<file path="src/rtl/branch_pkg.sv">
// Shared types for the branch resolve unit: op encoding, bundle size and
// the pending-branch payload carried through the FIFO.
package branch_pkg;

    localparam int unsigned XLEN         = 32;
    localparam int unsigned BUNDLE_BYTES = 8;

    typedef enum logic [2:0] {
        BR_BEQ  = 3'b000,
        BR_BNE  = 3'b001,
        BR_BLT  = 3'b010,
        BR_BGE  = 3'b011,
        BR_BLTU = 3'b100,
        BR_BGEU = 3'b101,
        BR_JAL  = 3'b110,
        BR_JALR = 3'b111
    } br_op_t;

    typedef struct packed {
        logic [XLEN-1:0] pc;
        br_op_t          op;
        logic [XLEN-1:0] rs1;
        logic [XLEN-1:0] rs2;
        logic [XLEN-1:0] imm;
        logic [XLEN-1:0] pred_pc;
    } br_entry_t;

endpackage

</file>
<file path="src/rtl/branch_fifo.sv">
// Synchronous FIFO of pending branches; clear wins over push and pop on the same edge.
module branch_fifo
    import branch_pkg::*;
#(
    parameter int unsigned DEPTH = 4
) (
    input  logic                     clk,
    input  logic                     reset,
    input  logic                     push,
    input  br_entry_t                din,
    input  logic                     pop,
    input  logic                     clear,
    output br_entry_t                dout,
    output logic [$clog2(DEPTH):0]   count,
    output logic                     full,
    output logic                     empty
);

    localparam int unsigned PTR_W = $clog2(DEPTH);
    localparam int unsigned CNT_W = PTR_W + 1;

    br_entry_t          mem [DEPTH];
    logic [PTR_W-1:0]   wr_ptr;
    logic [PTR_W-1:0]   rd_ptr;
    logic               do_push;
    logic               do_pop;

    assign full    = (count == CNT_W'(DEPTH));
    assign empty   = (count == '0);
    assign do_push = push && !full;
    assign do_pop  = pop && !empty;
    assign dout    = mem[rd_ptr];

    always_ff @(posedge clk) begin
        if (do_push && !clear) begin
            mem[wr_ptr] <= din;
        end
    end

    always_ff @(posedge clk or posedge reset) begin
        if (reset) begin
            wr_ptr <= '0;
            rd_ptr <= '0;
            count  <= '0;
        end else if (clear) begin
            wr_ptr <= '0;
            rd_ptr <= '0;
            count  <= '0;
        end else begin
            if (do_push) wr_ptr <= wr_ptr + PTR_W'(1);
            if (do_pop)  rd_ptr <= rd_ptr + PTR_W'(1);
            count <= count + CNT_W'(do_push) - CNT_W'(do_pop);
        end
    end

endmodule

</file>
<file path="src/rtl/branch_resolve_unit.sv">
// Resolves buffered branches in order, reports each outcome to the predictor
// and squashes wrong-path branches after a misprediction.
module branch_resolve_unit
    import branch_pkg::*;
#(
    parameter int unsigned DEPTH         = 4,
    parameter int unsigned SQUASH_CYCLES = 2
) (
    input  logic        clk,
    input  logic        reset,
    input  logic        in_valid,
    output logic        in_ready,
    input  logic [31:0] in_pc,
    input  br_op_t      in_op,
    input  logic [31:0] in_rs1,
    input  logic [31:0] in_rs2,
    input  logic [31:0] in_imm,
    input  logic [31:0] in_pred_pc,
    input  logic        cache_stall,
    output logic        branch_signal,
    output logic        real_take_or_not_signal,
    output logic [31:0] feedback_pc,
    output logic [31:0] correct_pc,
    output logic        mispredict,
    output logic [31:0] branch_count,
    output logic [31:0] mispredict_count
);

    localparam int unsigned CNT_W = $clog2(DEPTH) + 1;
    localparam int unsigned SQ_W  = (SQUASH_CYCLES < 1) ? 1 : $clog2(SQUASH_CYCLES + 1);

    typedef enum logic {ST_RUN, ST_SQUASH} state_t;

    state_t             state_q, state_d;
    logic [SQ_W-1:0]    sq_cnt_q, sq_cnt_d;

    br_entry_t          in_entry;
    br_entry_t          head;
    logic [CNT_W-1:0]   fifo_count;
    logic               fifo_full;
    logic               fifo_empty;
    logic               push_en;
    logic               pop_en;
    logic               flush;
    logic               taken;
    logic [31:0]        target;
    logic               head_mis;

    assign in_entry = '{pc: in_pc, op: in_op, rs1: in_rs1, rs2: in_rs2,
                        imm: in_imm, pred_pc: in_pred_pc};
    assign in_ready = (fifo_count < CNT_W'(DEPTH));
    // Wrong-path inputs during SQUASH are accepted but never buffered.
    assign push_en  = in_valid && !fifo_full && (state_q == ST_RUN);
    assign pop_en   = (state_q == ST_RUN) && !fifo_empty && !cache_stall;
    assign flush    = pop_en && head_mis;

    branch_fifo #(.DEPTH(DEPTH)) u_fifo (
        .clk   (clk),
        .reset (reset),
        .push  (push_en),
        .din   (in_entry),
        .pop   (pop_en),
        .clear (flush),
        .dout  (head),
        .count (fifo_count),
        .full  (fifo_full),
        .empty (fifo_empty)
    );

    // Condition and next-PC evaluation for the FIFO head.
    always_comb begin
        taken = 1'b0;
        case (head.op)
            BR_BEQ:  taken = (head.rs1 == head.rs2);
            BR_BNE:  taken = (head.rs1 != head.rs2);
            BR_BLT:  taken = ($signed(head.rs1) <  $signed(head.rs2));
            BR_BGE:  taken = ($signed(head.rs1) >= $signed(head.rs2));
            BR_BLTU: taken = (head.rs1 <  head.rs2);
            BR_BGEU: taken = (head.rs1 >= head.rs2);
            BR_JAL:  taken = 1'b1;
            BR_JALR: taken = 1'b1;
            default: taken = 1'b0;
        endcase
        if (head.op == BR_JALR) begin
            target = (head.rs1 + head.imm) & ~32'h1;
        end else if (taken) begin
            target = head.pc + head.imm;
        end else begin
            target = head.pc + 32'(BUNDLE_BYTES);
        end
        head_mis = (target != head.pred_pc);
    end

    always_ff @(posedge clk or posedge reset) begin
        if (reset) begin
            state_q  <= ST_RUN;
            sq_cnt_q <= '0;
        end else begin
            state_q  <= state_d;
            sq_cnt_q <= sq_cnt_d;
        end
    end

    // The squash window spans SQUASH_CYCLES unstalled cycles after the mispredict edge.
    always_comb begin
        state_d  = state_q;
        sq_cnt_d = sq_cnt_q;
        case (state_q)
            ST_RUN: begin
                if (flush) begin
                    state_d  = ST_SQUASH;
                    sq_cnt_d = SQ_W'(SQUASH_CYCLES);
                end
            end
            ST_SQUASH: begin
                if (!cache_stall) begin
                    if (sq_cnt_q <= SQ_W'(1)) begin
                        state_d  = ST_RUN;
                        sq_cnt_d = '0;
                    end else begin
                        sq_cnt_d = sq_cnt_q - SQ_W'(1);
                    end
                end
            end
            default: state_d = ST_RUN;
        endcase
    end

    always_ff @(posedge clk or posedge reset) begin
        if (reset) begin
            branch_signal           <= 1'b0;
            real_take_or_not_signal <= 1'b0;
            feedback_pc             <= '0;
            correct_pc              <= '0;
            mispredict              <= 1'b0;
            branch_count            <= '0;
            mispredict_count        <= '0;
        end else begin
            branch_signal <= pop_en;
            mispredict    <= flush;
            if (pop_en) begin
                real_take_or_not_signal <= taken;
                feedback_pc             <= head.pc;
                correct_pc              <= target;
                if (branch_count != 32'hFFFF_FFFF) begin
                    branch_count <= branch_count + 32'd1;
                end
            end
            if (flush && (mispredict_count != 32'hFFFF_FFFF)) begin
                mispredict_count <= mispredict_count + 32'd1;
            end
        end
    end

endmodule

</file>
<file path="config.mk">
export PLATFORM = sky130hd
export DESIGN_NAME = branch_resolve_unit
export DESIGN_NICKNAME = d
export VERILOG_FILES = /design/src/rtl/branch_pkg.sv /design/src/rtl/branch_fifo.sv /design/src/rtl/branch_resolve_unit.sv
export SDC_FILE = /design/constraint.sdc
export NUM_CORES = 1
export LEC_CHECK = 0
export ABC_AREA = 1
export CAP_MARGIN = 25
export CORE_MARGIN = 3
export CORE_UTILIZATION = 35
export DETAILED_ROUTE_END_ITERATION = 16
export HOLD_SLACK_MARGIN = 0.15
export PLACE_DENSITY = 0.59
export REMOVE_ABC_BUFFERS = 1
export SYNTH_ARGS = -nofsm -noshare
export SYNTH_HDL_FRONTEND = slang
export SYNTH_SLANG_ARGS = --single-unit
</file>
<file path="constraint.sdc">
create_clock -name clk -period 13.8 [get_ports clk]
set_clock_uncertainty 0.05 [all_clocks]
set_input_delay 2.76 -clock clk [delete_from_list [all_inputs] [get_ports clk]]
set_output_delay 2.76 -clock clk [all_outputs]
set_load 0.01 [all_outputs]
</file>
==> metrics.yaml <==
place:
  dp_hpwl_mm: 73.2
  port_buffers: 298
  gp_congestion: 0.999
power:
  p_total_mw: 11.4
  power.density_nw_per_um2: 256
  p_leak_nw: 17.3
  combPwrFrac: 0.530
  internal_power_mw: 6.27
  power.net_switching_mw: 5.14
  pwr-share-seq: 0.276
  ir_drop_v: 0.000129
  switching_share: 0.451
  p_clk_frac: 0.194
yosys:
  synth_seq_cells: 793
  async_reset_ff_frac: 0.178
  synth_mux_area_frac: 0
  yosysUniqueCellTypes: 51
  synth-simple-area-share: 0.183
  synth_top_area_frac: 0.522
  synth_fa_ha_area_frac: 0.0356
  yosysTopAreaCell: "edfxtp_1"
  avgSynthCellArea_um2: 10.2
  synth_top_family_by_area: "simple AND/OR/NAND/NOR gates"
  synth_edf_count: 652
  synth_compound_area_frac: 0.0916
  yosysSeqAreaShare: 0.616
  synth-xor-area-share: 0.0290
  yosysWarnings: 0
  synth_area_um2: 37500
  synth_ff_type: "edfxtp_1"
  syn_inst: 3661
  synthTopCellsByArea: "edfxtp_1 (52%), dfrtp_1 (9.4%), nand2_1 (9.2%)"
run:
  cap_violations: 0
global_route:
  antenna_found_initial: 20
  grt_overflow: 0
  grt_max_degree: 155
  grt_pass1_vias: 26200
  track_usage: 0.189
  grt_pass1_wl_mm: 161
sta:
  tightest_slew_ns: 0.991
  finalCritPeriodShare: 0.658
  final-max-slew-violation-count: 0
  rsz0062_at_grt: "no"
  fmax_ghz: 0.110
  relSlewSlack: 0.338
  fin_crit_ns: 9.09
  hold_violations: 0
  setup_viol: 0
setup_path:
  r2r_slack_ns: 4.71
  crit_type: "flop to flop"
  crit_arrival_ns: 9.29
  cp_slowest_cell: "dfrtp_4"
  crit_top_cell: "nand2_1"
  critPathRequiredTime_ns: 14.01
  path_max_fanout: 154
  worstSetupStartpointType: "flop"
  critPathCaptureType: "flop"
  max_stage_delay_ns: 0.94
layout:
  area_growth_pct: 18.9
  drive_above_1_share: 0.0494
  final_cell_mix: "nand2_1 (915), edfxtp_1 (652), nor2_1 (357)"
  multiInputGateArea_um2: 12800
  layout_commonest_cell: "nand2_1"
  fillers: 10100
  final_util: 0.421
  final_nets: 4192
  ff_latch_area_um2: 23100
drt:
  post_drt_wl_per_cell_um: 19.9
  via_per_inst: 5.08
  wirelength_mm: 107
  first_pass_iters: 5
  drcViolationCount: 0
  route.antenna.remaining_nets: 0
  via_count: 27300
  drt_iter0_markers: 2060
clock_tree:
  cts_sinks: 793
  root_buffer: "clkbuf_16"
  clkLatencyLatePin_ns: 0.64
  post-cts-setup-buffer-count: 0
  ctsResizeCount: 0
  cts.clk_slew.worst_paths_ns: 0.06
  cts_made_buffers: 86
  cts_buffer_depth: 3
  hold_buffers: 0
  cts_tree: "yes"
  htreeDepth: 3
hold_path:
  hp-class: "flop to flop"
floorplan:
  ioPinCount: 299
  std_cell_rows: 119
  dieArea_um2: 111000
  fp.dieH_um: 333
  start_util: 0.354
  dieWidth_um: 333
  core-area_um2: 106000
outcome:
  status: "complete, no violations"
## path summary, 6_finish.rpt
check,from,cells past startpoint,end
worst min-delay path,feedback_pc[4],2,feedback_pc[4]
max in group asynchronous,reset,3,u_fifo.rd_ptr[0]
min in group asynchronous,reset,2,branch_count[26]
worst max-delay path,u_fifo.rd_ptr[0],32,u_fifo.mem[3][75]
worst min register to register,feedback_pc[4],2,feedback_pc[4]
worst max register to register,u_fifo.rd_ptr[0],32,u_fifo.mem[3][75]
## kinds of logic after synthesis
group / Yosys count
simple gates: 1644
flops: 793
compound gates: 588
buf+inv: 407
xor+xnor: 124
fa+ha+maj: 105
## worst max-delay path, delay by kind of cell (launching register included)
kind | cells | cell delay [ns]
and+or+nand+nor | 24 | 3.79
buffers and inverters | 5 | 2.72
DFF | 1 | 0.94
AOI/OAI and AO/OA | 2 | 0.65
adders and majority gates | 1 | 0.24
## state kept, by name (all words and copies together) (netlist names), 3 cells and up
| signal | cells |
|---|---|
| u_fifo.count | 3 |
| correct_pc | 32 |
| mispredict_count | 32 |
| feedback_pc | 32 |
| branch_count | 32 |
| u_fifo.mem | 652 |
## cell type report
type                            instances  area share
Sequential cell                       793       0.518
Antenna cell                            5    0.000280
Clock inverter                         37     0.00684
Timing Repair Buffer                  324      0.0732
Tap cell                             1391      0.0390
Multi-Input combinational cell       2461       0.286
Inverter                              254      0.0218
Clock buffer                          120      0.0546
## power by group through the flow
stage          logic, mW  registers (mW)  clock network, mW
4_1_cts             6.04            3.16               2.27
6_report            6.04            3.15               2.21
5_1_grt             6.79            3.18               2.37
3_3_place_gp        6.01            3.20                  0
2_1_floorplan       4.02            3.32                  0
3_5_place_dp        6.02            3.20                  0
## cells in the mapped netlist (5+ instances only)
cell,n
a21oi_1,143
nand3_1,214
nor4_1,13
nand3b_1,23
nand4_1,58
nand2_1,917
a21o_1,12
nor3_2,6
o22ai_1,75
buf_1,21
or2_2,5
xnor2_1,41
dfrtp_1,141
buf_2,23
a21boi_0,6
ha_1,102
a32oi_1,23
inv_1,238
inv_2,12
o21ai_0,248
buf_6,11
clkbuf_1,88
xor2_1,83
a31oi_1,22
o21ai_1,6
o221ai_1,5
buf_4,10
nor3_1,30
edfxtp_1,652
a32o_1,34
nor2_1,361
## through the flow
| step | hold WS (ns) | TNS [ns] | area [um^2] | setup WS, ns | cells |
|---|---|---|---|---|---|
| after floorplan | 0.447 | -5302.14 | 36800 | -8.08 | 3508 |
| after global placement | 0.416 | 0 | 41900 | 4.74 | 5223 |
| after detailed placement | 0.425 | 0 | 41900 | 4.62 | 5223 |
| after CTS | 0.439 | 0 | 44600 | 4.62 | 5380 |
| after global routing | 0.468 | 0 | 44600 | 3.87 | 5380 |
| final | 0.431 | 0 | 44600 | 4.71 | 5385 |
## per-layer routing
| layer | vias to the layer above | part of all wire | GRT usage |
|---|---|---|---|
| met3 | 165 | 0.064 | 0.0397 |
| met2 | 665 | 0.48 | 0.313 |
| met1 | 13200 | 0.44 | 0.254 |
| li1 | 13300 | - | - |
| met4 | 24 | 0.021 | 0.0455 |
| met5 | - | 0.0016 | 0 |
Note: power is estimated with default switching activity, not from simulation.
